### config.mk
export PLATFORM = sky130hd
export DESIGN_NAME = mem_port_arbiter
export DESIGN_NICKNAME = d
export VERILOG_FILES = /design/src/rtl/risc_pkg.sv /design/src/rtl/mem_port_arbiter.sv
export SDC_FILE = /design/constraint.sdc
export NUM_CORES = 1
export LEC_CHECK = 0
export CAP_MARGIN = 10
export CORE_MARGIN = 4
export CORE_UTILIZATION = 42
export DETAILED_ROUTE_END_ITERATION = 8
export PLACE_DENSITY = 0.88
export SYNTH_ARGS = -nofsm -noshare
export SYNTH_HDL_FRONTEND = slang
export SYNTH_SLANG_ARGS = --single-unit
### constraint.sdc
create_clock -name clk -period 4 [get_ports clk]
set_input_delay 0.8 -clock clk [delete_from_list [all_inputs] [get_ports clk]]
set_output_delay 0.8 -clock clk [all_outputs]
set_load 0.02 [all_outputs]
### src/rtl/risc_pkg.sv
// Shared processor package: memory arbiter state encoding, owner
// encoding and default bus widths.
package risc_pkg;

  localparam int ADDR_W_DEF = 16;
  localparam int DATA_W_DEF = 16;

  typedef enum logic [1:0] {
    IDLE  = 2'd0,
    ISSUE = 2'd1,
    WAIT  = 2'd2
  } arb_state_t;

  // Which requester owns the in-flight memory transaction
  localparam logic OWN_IF = 1'b0;
  localparam logic OWN_LS = 1'b1;

  // Saturating increment of the load/store streak counter
  function automatic logic [2:0] streak_inc(input logic [2:0] cur, input logic [2:0] lim);
    if (cur < lim) begin
      return cur + 3'd1;
    end else begin
      return cur;
    end
  endfunction

endpackage

### src/rtl/mem_port_arbiter.sv
// mem_port_arbiter
// Shares the single-port unified memory between instruction fetch (IF)
// and the load/store unit (LS). One transaction outstanding at a time:
// IDLE (grant) -> ISSUE (mem_en) -> WAIT (MEM_LAT cycles) -> IDLE.
// LS has priority; after MAX_DATA_STREAK LS grants with IF waiting, IF wins.
//
// Ports:
//   clk, rst                       clock, async active-high reset
//   if_req/if_addr/if_flush        fetch request, address, redirect flush
//   if_gnt/if_rdata/if_rvalid      fetch accept, returned data, data pulse
//   ls_req/ls_we/ls_addr/ls_wdata  load/store request
//   ls_gnt/ls_rdata/ls_rvalid      LS accept, load data (0 on store), pulse
//   mem_en/mem_we/mem_addr/mem_wdata/mem_rdata  memory interface
//   busy                           high whenever not IDLE
module mem_port_arbiter
  import risc_pkg::*;
#(
  parameter int ADDR_W          = ADDR_W_DEF,
  parameter int DATA_W          = DATA_W_DEF,
  parameter int MEM_LAT         = 1,
  parameter int MAX_DATA_STREAK = 3
) (
  input  logic              clk,
  input  logic              rst,
  input  logic              if_req,
  input  logic [ADDR_W-1:0] if_addr,
  input  logic              if_flush,
  output logic              if_gnt,
  output logic [DATA_W-1:0] if_rdata,
  output logic              if_rvalid,
  input  logic              ls_req,
  input  logic              ls_we,
  input  logic [ADDR_W-1:0] ls_addr,
  input  logic [DATA_W-1:0] ls_wdata,
  output logic              ls_gnt,
  output logic [DATA_W-1:0] ls_rdata,
  output logic              ls_rvalid,
  output logic              mem_en,
  output logic              mem_we,
  output logic [ADDR_W-1:0] mem_addr,
  output logic [DATA_W-1:0] mem_wdata,
  input  logic [DATA_W-1:0] mem_rdata,
  output logic              busy
);

  arb_state_t        state_r, state_s;
  logic [2:0]        cnt_r;
  logic [2:0]        streak_r, streak_s;
  logic              owner_r;
  logic              flush_pend_r;
  logic              mem_we_r;
  logic [ADDR_W-1:0] mem_addr_r;
  logic [DATA_W-1:0] mem_wdata_r;
  logic [DATA_W-1:0] if_rdata_r, ls_rdata_r;
  logic              if_rvalid_r, ls_rvalid_r;
  logic              ls_win_s, if_win_s;
  logic              streak_full_s;
  logic              done_s;
  logic              flush_hit_s;
  logic              drop_if_s;

  assign streak_full_s = (streak_r == 3'(MAX_DATA_STREAK));
  assign done_s        = (state_r == WAIT) && (cnt_r == 3'd1);
  // A flush arriving in the final WAIT cycle must suppress the response too
  assign flush_hit_s   = if_flush && (owner_r == OWN_IF) &&
                         ((state_r == ISSUE) || (state_r == WAIT));
  assign drop_if_s     = flush_pend_r || flush_hit_s;

  // Grants are gated by reset so every output reads 0 while rst is high
  assign if_gnt    = if_win_s && !rst;
  assign ls_gnt    = ls_win_s && !rst;
  assign mem_en    = (state_r == ISSUE);
  assign mem_we    = mem_we_r;
  assign mem_addr  = mem_addr_r;
  assign mem_wdata = mem_wdata_r;
  assign if_rdata  = if_rdata_r;
  assign if_rvalid = if_rvalid_r;
  assign ls_rdata  = ls_rdata_r;
  assign ls_rvalid = ls_rvalid_r;
  assign busy      = (state_r != IDLE);

  // Next-state and winner selection
  always_comb begin
    state_s  = state_r;
    ls_win_s = 1'b0;
    if_win_s = 1'b0;
    case (state_r)
      IDLE: begin
        if (ls_req && !(if_req && streak_full_s)) begin
          ls_win_s = 1'b1;
          state_s  = ISSUE;
        end else if (if_req) begin
          if_win_s = 1'b1;
          state_s  = ISSUE;
        end else begin
          state_s  = IDLE;
        end
      end
      ISSUE: begin
        state_s = WAIT;
      end
      WAIT: begin
        if (done_s) begin
          state_s = IDLE;
        end else begin
          state_s = WAIT;
        end
      end
      default: begin
        state_s = IDLE;
      end
    endcase
  end

  // Streak of LS grants made while IF was waiting
  always_comb begin
    streak_s = streak_r;
    if (state_r == IDLE) begin
      if (if_win_s) begin
        streak_s = 3'd0;
      end else if (ls_win_s && if_req) begin
        streak_s = streak_inc(streak_r, 3'(MAX_DATA_STREAK));
      end else if (!if_req) begin
        streak_s = 3'd0;
      end else begin
        streak_s = streak_r;
      end
    end else begin
      streak_s = streak_r;
    end
  end

  // State, latency counter and streak registers
  always_ff @(posedge clk or posedge rst) begin
    if (rst) begin
      state_r  <= IDLE;
      cnt_r    <= 3'd0;
      streak_r <= 3'd0;
    end else begin
      state_r  <= state_s;
      streak_r <= streak_s;
      if (state_r == ISSUE) begin
        cnt_r <= 3'(MEM_LAT);
      end else if (state_r == WAIT) begin
        cnt_r <= cnt_r - 3'd1;
      end else begin
        cnt_r <= cnt_r;
      end
    end
  end

  // Latch the winning request; memory bus holds these values until next grant
  always_ff @(posedge clk or posedge rst) begin
    if (rst) begin
      owner_r     <= OWN_IF;
      mem_we_r    <= 1'b0;
      mem_addr_r  <= {ADDR_W{1'b0}};
      mem_wdata_r <= {DATA_W{1'b0}};
    end else if (ls_win_s) begin
      owner_r     <= OWN_LS;
      mem_we_r    <= ls_we;
      mem_addr_r  <= ls_addr;
      mem_wdata_r <= ls_wdata;
    end else if (if_win_s) begin
      owner_r     <= OWN_IF;
      mem_we_r    <= 1'b0;
      mem_addr_r  <= if_addr;
    end
  end

  // Pending flush of the in-flight fetch, cleared on return to IDLE
  always_ff @(posedge clk or posedge rst) begin
    if (rst) begin
      flush_pend_r <= 1'b0;
    end else if (state_s == IDLE) begin
      flush_pend_r <= 1'b0;
    end else if (flush_hit_s) begin
      flush_pend_r <= 1'b1;
    end
  end

  // Response capture: one-cycle rvalid to the owner, rdata holds between pulses
  always_ff @(posedge clk or posedge rst) begin
    if (rst) begin
      if_rdata_r  <= {DATA_W{1'b0}};
      ls_rdata_r  <= {DATA_W{1'b0}};
      if_rvalid_r <= 1'b0;
      ls_rvalid_r <= 1'b0;
    end else begin
      if_rvalid_r <= 1'b0;
      ls_rvalid_r <= 1'b0;
      if (done_s) begin
        if (owner_r == OWN_LS) begin
          ls_rvalid_r <= 1'b1;
          ls_rdata_r  <= mem_we_r ? {DATA_W{1'b0}} : mem_rdata;
        end else if (!drop_if_s) begin
          if_rvalid_r <= 1'b1;
          if_rdata_r  <= mem_rdata;
        end
      end
    end
  end

endmodule
Yosys cells after proc, flatten, opt, wreduce, memory -nomap -nowiden:

Cells that the tools add are included.

* reduce and logical (&&, ||, !) cells: 21
* bitwise gates (word level): 2
* add/subtract/negate cells: 2
* equal/unequal tests: 6
* magnitude comparators: 1
* mux-type cells: 28

Operators by type and width (number)
* $mux W16: 3
* $mux W3: 6
* $mux W1: 17
* $logic_and A1 B1 Y1: 8
* $reduce_bool A2 Y1: 4
* $pmux W2 S3: 1
* $reduce_and A3 Y1: 2
* $logic_not A2 Y1: 2
* $add A3 B1 Y3 const B: 1
* $eq A3 B1 Y1 const B: 1
* $eq A3 B2 Y1 const B: 1
* $lt A3 B2 Y1 const B: 1
* $ne A3 B1 Y1 const B: 1
* $ne A3 B2 Y1 const B: 1
* $sub A3 B1 Y3 const B: 1
* $eq A2 B1 Y1 const B: 1
* $eq A2 B2 Y1 const B: 1
* $logic_not A1 Y1: 2
* $logic_or A1 B1 Y1: 2
* $mux W2: 1
* $not A1 Y1: 2
* $reduce_and A2 Y1: 1

* output and inout port bits: 71
* bits of input ports: 70
* register bits after elaboration: 77
* word-level logic and storage cells: 72

Logic depth before layout (Yosys ltp):

Gate-level depths: netlist (run 1).

* word-level depth: 9
* mapped depth: 7
* gate-level depth less buffers: 5

Worst setup path after synthesis (run 1):

No wires, ideal clock.

* path type: input port to output port
* start point: input port rst
* end point: output port if_gnt
* stages: 2
* buffers on the path: 0
* data arrival time: 2.831 ns
* path slack: 0.369 ns
* data required time: 3.200 ns
* cells stage by stage: inv_1 -> and2_1

* longest elaborated chain between the ends: 2

RTL lines
* from (decl): line mem_port_arbiter.sv:24 `input logic rst,`
* $logic_not A1 Y1 (no source line)
* $logic_and A1 B1 Y1: line mem_port_arbiter.sv:70 `assign if_gnt = if_win_s && !rst;`
* to (decl): line mem_port_arbiter.sv:28 `output logic if_gnt,`

No other way between the ends.

Worst setup path after layout (run 1):

* start point: input port if_req
* end point: output port if_gnt

* longest elaborated chain between the ends: 6
* elaborated cells on any way between the ends: 7
* classes of those cells: mux: 3; reduce/logical: 4

RTL lines
* from (decl): line mem_port_arbiter.sv:25 `input logic if_req,`
* $logic_and A1 B1 Y1: line mem_port_arbiter.sv:89 `if (ls_req && !(if_req && streak_full_s)) begin`
* $logic_not A1 Y1: line mem_port_arbiter.sv:89
* $logic_and A1 B1 Y1: line mem_port_arbiter.sv:89
* $mux W1 (*): line mem_port_arbiter.sv:89
* $mux W1 (*): line mem_port_arbiter.sv:87 `case (state_r)`
* $logic_and A1 B1 Y1 (*): line mem_port_arbiter.sv:70

Every way passes the cells marked *; elsewhere a longest branch is shown, timed or not.

==> qor.txt, run 1 <==
GRT
-------------------------------------------------------------------------------------
Overall routing resource usage                                                 0.1697
Antenna violations before repair                                                    0
Wire length of the first global-routing pass                                12,140 um
Maximum number of pins on one net before global-route repair                       46
Vias in the first global route                                                  2,603
Gr ovfl total                                                                       0

FLOORPLAN
-------------------------------------------------------------------------------------
Height of the die                                                            96.48 um
Number of top-level pins                                                          141
Die Outline Area                                                             9308 um2
Core area                                                                    7687 um2
Die boundary width                                                           96.48 um
Row count                                                                          32
Effective utilization at floorplan                                             0.4277

SETUP PATH
-------------------------------------------------------------------------------------
Cell-by-cell trace of the critical path                                  clkdlybuf4s50_1 > nand2_1 > a21oi_2 > and2_1 > clkdlybuf4s50_1
Arrival @ worst endpoint                                                      2.46 ns
Worst path most repeated cell                                            sky130_fd_sc_hd__clkdlybuf4s50_1
FF-to-FF setup slack                                                          2.02 ns
Reg2reg path depth                                                                  6
Critical-path top delay cell                                             sky130_fd_sc_hd__clkdlybuf4s50_1
Type of element capturing the critical path                               output port
Required time at the endpoint of the critical path                            3.20 ns
Crit Reg-Reg Startpoint                                                    state_r[0]
Max FO, Critical Path                                                               4
Max incr delay on CP                                                          0.62 ns
Startpoint type of the worst setup path                                     input pin
End of the worst register-to-register path                               mem_wdata[14]
Crit Path Class                                                          input pin to output port

PLACE
-------------------------------------------------------------------------------------
Post-detailed-placement cell area                                            4782 um2
Placement Setup Slack                                                       0.7008 ns
Detailed-placement wirelength estimate                                        5978 um
Gp weighted congestion                                                         0.7408
Port Buffer Count                                                                 140

CLOCK TREE
-------------------------------------------------------------------------------------
Number of clock sinks                                                              77
Clock Latency Late Sink                                                       0.33 ns
Post-cts sizing count                                                               0
CTS HTree Levels                                                                    3
Buffer levels on the longest clock path                                             2
CTS tree                                                                         done
CTS Hold Buffers Added                                                              0
CTS buffer count                                                                    9
Setup bufs post-CTS                                                                 0
Clk root buf                                                             sky130_fd_sc_hd__clkbuf_8
Clock-pin slew of the registers on the worst-case setup and hold paths        0.07 ns

YOSYS
-------------------------------------------------------------------------------------
Most area-hungry cell type in the Yosys netlist                          sky130_fd_sc_hd__dfrtp_1
Main area contributors after synthesis                                   sky130_fd_sc_hd__dfrtp_1, sky130_fd_sc_hd__a221o_1, sky130_fd_sc_hd__mux2_2, sky130_fd_sc_hd__mux2_4, sky130_fd_sc_hd__mux2_1
Synth Register Bits                                                                77
Nets in the synthesized netlist                                                   335
Cell area after synthesis                                                    3288 um2
Yosys synthesis warning count                                                       0
Cell count after synthesis                                                        258
Share of the synthesized area in the top cell type                             0.5860
Seq/Total Area, Yosys                                                          0.5860
Synthesized area divided by synthesized cell count                          12.74 um2
Count of unique library cells instantiated by Yosys                                34

TIMING
-------------------------------------------------------------------------------------
Count of final setup violators                                                      0
Final hold violation count                                                          0
RSZ-0062 raised after global routing                                               no
Post-layout minimum cycle time                                               3.263 ns
Transition at the pin with the smallest max-transition slack                0.6750 ns
Worst max-slew margin expressed relative to the limit                          0.5499
Top achievable clock speed                                                  306.5 MHz
Post-route worst hold slack                                                 0.4814 ns
Final number of max-transition violations                                           0
Crit path setup slack, layout                                               0.7372 ns
Final total negative setup slack                                                 0 ns
Clock skew                                                                0.007563 ns
Final worst-path cycle share                                                   0.8157

FINAL LAYOUT
-------------------------------------------------------------------------------------
Number of nets in the finished design                                             480
Relative area change from synthesis to final layout                            51.03%
Area of all placed cells without fillers                                     4966 um2
Fill cells                                                                        601
Antenna cell count                                                                  0
Top library cells by usage in the layout, fill and taps aside            sky130_fd_sc_hd__clkdlybuf4s50_1, sky130_fd_sc_hd__dfrtp_1, sky130_fd_sc_hd__nand2_1
Most frequent standard cell in the layout excluding fill and tap cells   sky130_fd_sc_hd__clkdlybuf4s50_1
Share of final-layout standard cells stronger than drive strength 1            0.1176

RUN
-------------------------------------------------------------------------------------
MaxCap Viol Count                                                                   0

DETAILED ROUTING
-------------------------------------------------------------------------------------
Total length of routed wires                                                  7819 um
Routed wire per std cell                                                     15.33 um
DR vias                                                                         2,508
Router iterations before antenna repair                                             4
Detailed-route vias per instance                                                4.918
Number of DRC markers in iteration 0                                               68
Number of remaining DRC errors                                                      0
Remaining antenna violation count after routing                                     0

POWER AND IR DROP
-------------------------------------------------------------------------------------
Share of total power consumed by net switching                                 0.3770
Leak pwr                                                                     2.190 nW
Internal power component                                                     2.476 mW
Net switching power                                                          1.498 mW
Share of power burned in combinational logic                                    0.524
Peak supply drop                                                             482.7 uV
Power density over the cells                                             800.2 nW/um2
Portion of total power attributed to the clock network                          0.127
Register share of total power                                                   0.349

HOLD PATH
-------------------------------------------------------------------------------------
Worst hold path class                                                    flip-flop to flip-flop
Worst Hold End                                                           ls_rdata[11]
WHS Path Cells                                                                      2
Critical hold path startpoint                                            ls_rdata[11]

STATUS
-------------------------------------------------------------------------------------
Result of the run                                                        complete, no violations

==> state kept, by name, indices dropped and copies added, names as in the netlist, 2 cells and up <==
name,cells
mem_addr,16
streak_r,3
ls_rdata,16
if_rdata,16
cnt_r,3
state_r,2
mem_wdata,16
==> synthesized netlist by cell type <==
cell                        count
sky130_fd_sc_hd__a211oi_4       1
sky130_fd_sc_hd__a21oi_4        1
sky130_fd_sc_hd__inv_1         12
sky130_fd_sc_hd__o21ai_2        1
sky130_fd_sc_hd__a221o_1       16
sky130_fd_sc_hd__buf_6          2
sky130_fd_sc_hd__and2_1        11
sky130_fd_sc_hd__a21oi_1        2
sky130_fd_sc_hd__mux2_1        10
sky130_fd_sc_hd__nand3b_1       1
sky130_fd_sc_hd__a21oi_2        1
sky130_fd_sc_hd__a22o_1         1
sky130_fd_sc_hd__dfrtp_1       77
sky130_fd_sc_hd__clkbuf_1       5
sky130_fd_sc_hd__nand2_1       23
sky130_fd_sc_hd__mux2_4         9
sky130_fd_sc_hd__or3b_2         1
sky130_fd_sc_hd__and2_0         7
sky130_fd_sc_hd__a31oi_1        2
sky130_fd_sc_hd__nor2_1         5
sky130_fd_sc_hd__nand2b_1      16
sky130_fd_sc_hd__buf_4          2
sky130_fd_sc_hd__nand4b_1       2
sky130_fd_sc_hd__buf_2          2
sky130_fd_sc_hd__a211oi_1       1
sky130_fd_sc_hd__o21ai_0       20
sky130_fd_sc_hd__nand3_4        1
sky130_fd_sc_hd__mux2_2        13
sky130_fd_sc_hd__o2bb2ai_1      1
sky130_fd_sc_hd__a2bb2oi_1      1
sky130_fd_sc_hd__ha_1           7
sky130_fd_sc_hd__nor2b_1        2
sky130_fd_sc_hd__a21o_1         1
sky130_fd_sc_hd__o22a_1         1
==> worst max-delay path by stage <==
stage | endpoint | cells after the start | from | slack (ns)
finish | if_gnt | 5 | if_req | 0.74
global route | if_gnt | 5 | if_req | 0.66
CTS | if_gnt | 5 | if_req | 0.70
floorplan | if_gnt | 2 | rst | 0.37
global placement | if_gnt | 5 | if_req | 0.80
detailed placement | if_gnt | 5 | if_req | 0.70
==> worst max-delay path, delay by kind of cell <==
kind,cells,cell delay [ns]
simple gates,2,0.29
compound gates,1,0.16
buf+inv,2,1.22
==> area by class of cell <==
cell class	instances	area (um2)	area share
tap	102	127.6	0.02570
multi-input combinational	158	1250	0.2517
inverter	12	46.29	0.009322
clock buffer	12	145.1	0.02923
clock inverter	4	23.77	0.004787
timing repair buffer	145	1446	0.2913
sequential	77	1927	0.3880
==> power groups by stage <==
stage	sequential (mW)	combinational, mW	clock (mW)
finish	1.39	2.08	0.506
detailed placement	1.40	2.10	0
CTS	1.39	2.10	0.522
global route	1.44	2.23	0.553
floorplan	1.77	0.784	0
global placement	1.38	2.04	0
==> through the flow <==
stage          instances  utilization  total power, mW
2_1_floorplan        258            -            2.552
3_3_place_gp         493       0.6221            3.428
3_5_place_dp         493       0.6221            3.497
4_1_cts              509       0.6440            4.016
5_1_grt              510       0.6460            4.227
6_report             510       0.6460            3.974
==> per-layer routing <==
layer | up-vias | wire length [um] | GRT usage
li1 | 1187 | - | -
met1 | 1226 | 3088 | 0.1973
met2 | 86 | 4124 | 0.3046
met3 | 9 | 508 | 0.03796
met4 | 0 | 97 | 0.06308
met5 | - | 0 | 0
==> logic make-up after synthesis <==
family	after synthesis	share of synthesized area
DFF	77	0.5860
and+or+nand+nor	69	0.1161
AOI/OAI and AO/OA	50	0.1176
muxes	32	0.1199
buffers and inverters	23	0.03386
adders and majority gates	7	0.02664
Power figures use the tool's default switching activity.
==> run 2, diff against run 1 <==
Clock period 4 ns to 3.05 ns, I/O delays scaled along.
==> qor.txt, run 2 (synthesis results as in run 1) <==
FINAL LAYOUT
-------------------------------------------------------------------------------------
Share of final-layout standard cells stronger than drive strength 1            0.1247   +0.007047
Area of all placed cells without fillers                                     5069 um2   +2.1%
End-of-flow core utilization                                                   0.6593   +0.01335
Antenna cell count                                                                  0   unchanged
Most frequent standard cell in the layout excluding fill and tap cells   sky130_fd_sc_hd__clkdlybuf4s50_1
Final non-filler cell total                                                       511   +0.20%
Top library cells by usage in the layout, fill and taps aside            sky130_fd_sc_hd__clkdlybuf4s50_1, sky130_fd_sc_hd__dfrtp_1, sky130_fd_sc_hd__nand2_1
Relative area change from synthesis to final layout                            54.15%
Number of nets in the finished design                                             481   +0.21%

PLACE
-------------------------------------------------------------------------------------
Post-detailed-placement cell area                                            4800 um2   +0.37%
Port Buffer Count                                                                 140   unchanged
Detailed-placement wirelength estimate                                        6039 um   +1.0%
Gp weighted congestion                                                         0.6693   -9.7%
Placed cells                                                                      495   +0.41%

GRT
-------------------------------------------------------------------------------------
Overall routing resource usage                                                 0.1802   +0.01052
Global-route track usage on met3                                              0.04260   +0.004648
Gr ovfl total                                                                       0   unchanged
Vias in the first global route                                                  2,657   +2.1%
Maximum number of pins on one net before global-route repair                       56   +22%
Wire length of the first global-routing pass                                12,790 um   +5.4%
Most utilized layer in the global route result                                   met2
Antenna violations before repair                                                    0   unchanged
Met1 GRT Util                                                                  0.2217   +0.02438
Met2 GRT Util                                                                  0.3092   +0.004598

RUN
-------------------------------------------------------------------------------------
MaxCap Viol Count                                                                   0   unchanged

DETAILED ROUTING
-------------------------------------------------------------------------------------
Detailed-route vias per instance                                                4.971   +1.1%
Number of remaining DRC errors                                                      0   unchanged
Routed wire per std cell                                                     15.92 um   +3.8%
Number of DRC markers in iteration 0                                               91   +34%
Router iterations before antenna repair                                             4   unchanged
Total length of routed wires                                                  8134 um   +4.0%
Remaining antenna violation count after routing                                     0   unchanged
DR vias                                                                         2,540   +1.3%

TIMING
-------------------------------------------------------------------------------------
Final hold violation count                                                          0   unchanged
RSZ-0062 raised after global routing                                               no
Count of final setup violators                                                      0   unchanged
Transition at the pin with the smallest max-transition slack                0.6993 ns   +0.02428 ns
Final worst-path cycle share                                                   0.9347
Final total negative setup slack                                                 0 ns   unchanged
Top achievable clock speed                                                  350.8 MHz
Clock skew                                                                 0.01211 ns   +0.004547 ns
Post-layout minimum cycle time                                               2.851 ns
Final number of max-transition violations                                           0   unchanged
Worst max-slew margin expressed relative to the limit                          0.5338   -0.01619

FLOORPLAN
-------------------------------------------------------------------------------------
Effective utilization at floorplan                                             0.4277   unchanged
Height of the die                                                            96.48 um   unchanged
Die Outline Area                                                             9308 um2   unchanged
Number of top-level pins                                                          141   unchanged
Row count                                                                          32   unchanged
Die boundary width                                                           96.48 um   unchanged
Core area                                                                    7687 um2   unchanged

SETUP PATH
-------------------------------------------------------------------------------------
Crit Path Class                                                          input pin to output port
Type of element capturing the critical path                               output port
Required time at the endpoint of the critical path                            2.44 ns   -0.76 ns
Startpoint type of the worst setup path                                     input pin
Max FO, Critical Path                                                               4   unchanged
Arrival @ worst endpoint                                                      2.24 ns   -0.22 ns

CLOCK TREE
-------------------------------------------------------------------------------------
Post-cts sizing count                                                               0   unchanged
CTS HTree Levels                                                                    3   unchanged
Buffer levels on the longest clock path                                             2   unchanged
Clock Latency Late Sink                                                       0.34 ns   about the same
Clock-pin slew of the registers on the worst-case setup and hold paths        0.08 ns   about the same
CTS buffer count                                                                    9   unchanged
Clk root buf                                                             sky130_fd_sc_hd__clkbuf_8
Setup bufs post-CTS                                                                 0   unchanged
CTS tree                                                                         done
CTS Hold Buffers Added                                                              0   unchanged
Number of clock sinks                                                              77   unchanged

STATUS
-------------------------------------------------------------------------------------
Result of the run                                                        complete, no violations

HOLD PATH
-------------------------------------------------------------------------------------
Worst hold path class                                                    flip-flop to flip-flop

POWER AND IR DROP
-------------------------------------------------------------------------------------
Leak pwr                                                                     2.228 nW   +1.7%
Power density over the cells                                              1099 nW/um2   +37%
Peak supply drop                                                             483.0 uV   about the same

==> run 2: path summary, 6_finish.rpt <==
check | startpoint | to | slack, ns | depth (start not counted)
min reg2reg | ls_rdata[8] | ls_rdata[8] | 0.48 | 2
min in group asynchronous | rst | mem_addr[11] | 0.68 | 3
max | if_req | if_gnt | 0.20 | 5
min | ls_rdata[8] | ls_rdata[8] | 0.48 | 2
max in group asynchronous | rst | mem_wdata[0] | 1.68 | 3
max reg2reg | state_r[0] | mem_wdata[12] | 1.03 | 6
==> run 2: per-stage QoR <==
stage               setup WS (ns)  power (mW)  hold slack, ns
floorplan                  0.2787       3.348          0.4703
global placement           0.2305       4.492          0.4600
detailed placement         0.2064       4.600          0.4722
CTS                        0.2004       5.640          0.4898
global route              0.06709       5.926          0.5060
finish                     0.1992       5.572          0.4845
==> run 2: worst max-delay path, cell delays in order <==
cell,delay (ns)
sky130_fd_sc_hd__clkdlybuf4s50_1,0.60
sky130_fd_sc_hd__nand2_1,0.13
sky130_fd_sc_hd__a21oi_2,0.14
sky130_fd_sc_hd__and2_1,0.14
sky130_fd_sc_hd__clkdlybuf4s50_1,0.63
==> run 2: area by class of cell <==
cell class              instances  area [um2]
clock buffers                   9       123.9
clock inverters                 7       145.1
fillers                       620        2619
inverters                      12       48.80
multi-input cells             158        1250
flip-flops and latches         77        1927
well taps                     102       127.6
repair buffers                146        1446
==> run 2: metal layers <==
metal  wire, um  vias to the layer above
met2       4150                       86
li1           -                     1188
met4        110                        0
met5          0                        -
met1       3346                     1256
met3        526                       10
==> run 2: where the power goes <==
part | switching (mW) | leakage, nW | internal, mW
Combinational | 1.32 | 1.15 | 1.41
Clock | 0.384 | 0.130 | 0.632
Sequential | 0.309 | 0.949 | 1.51
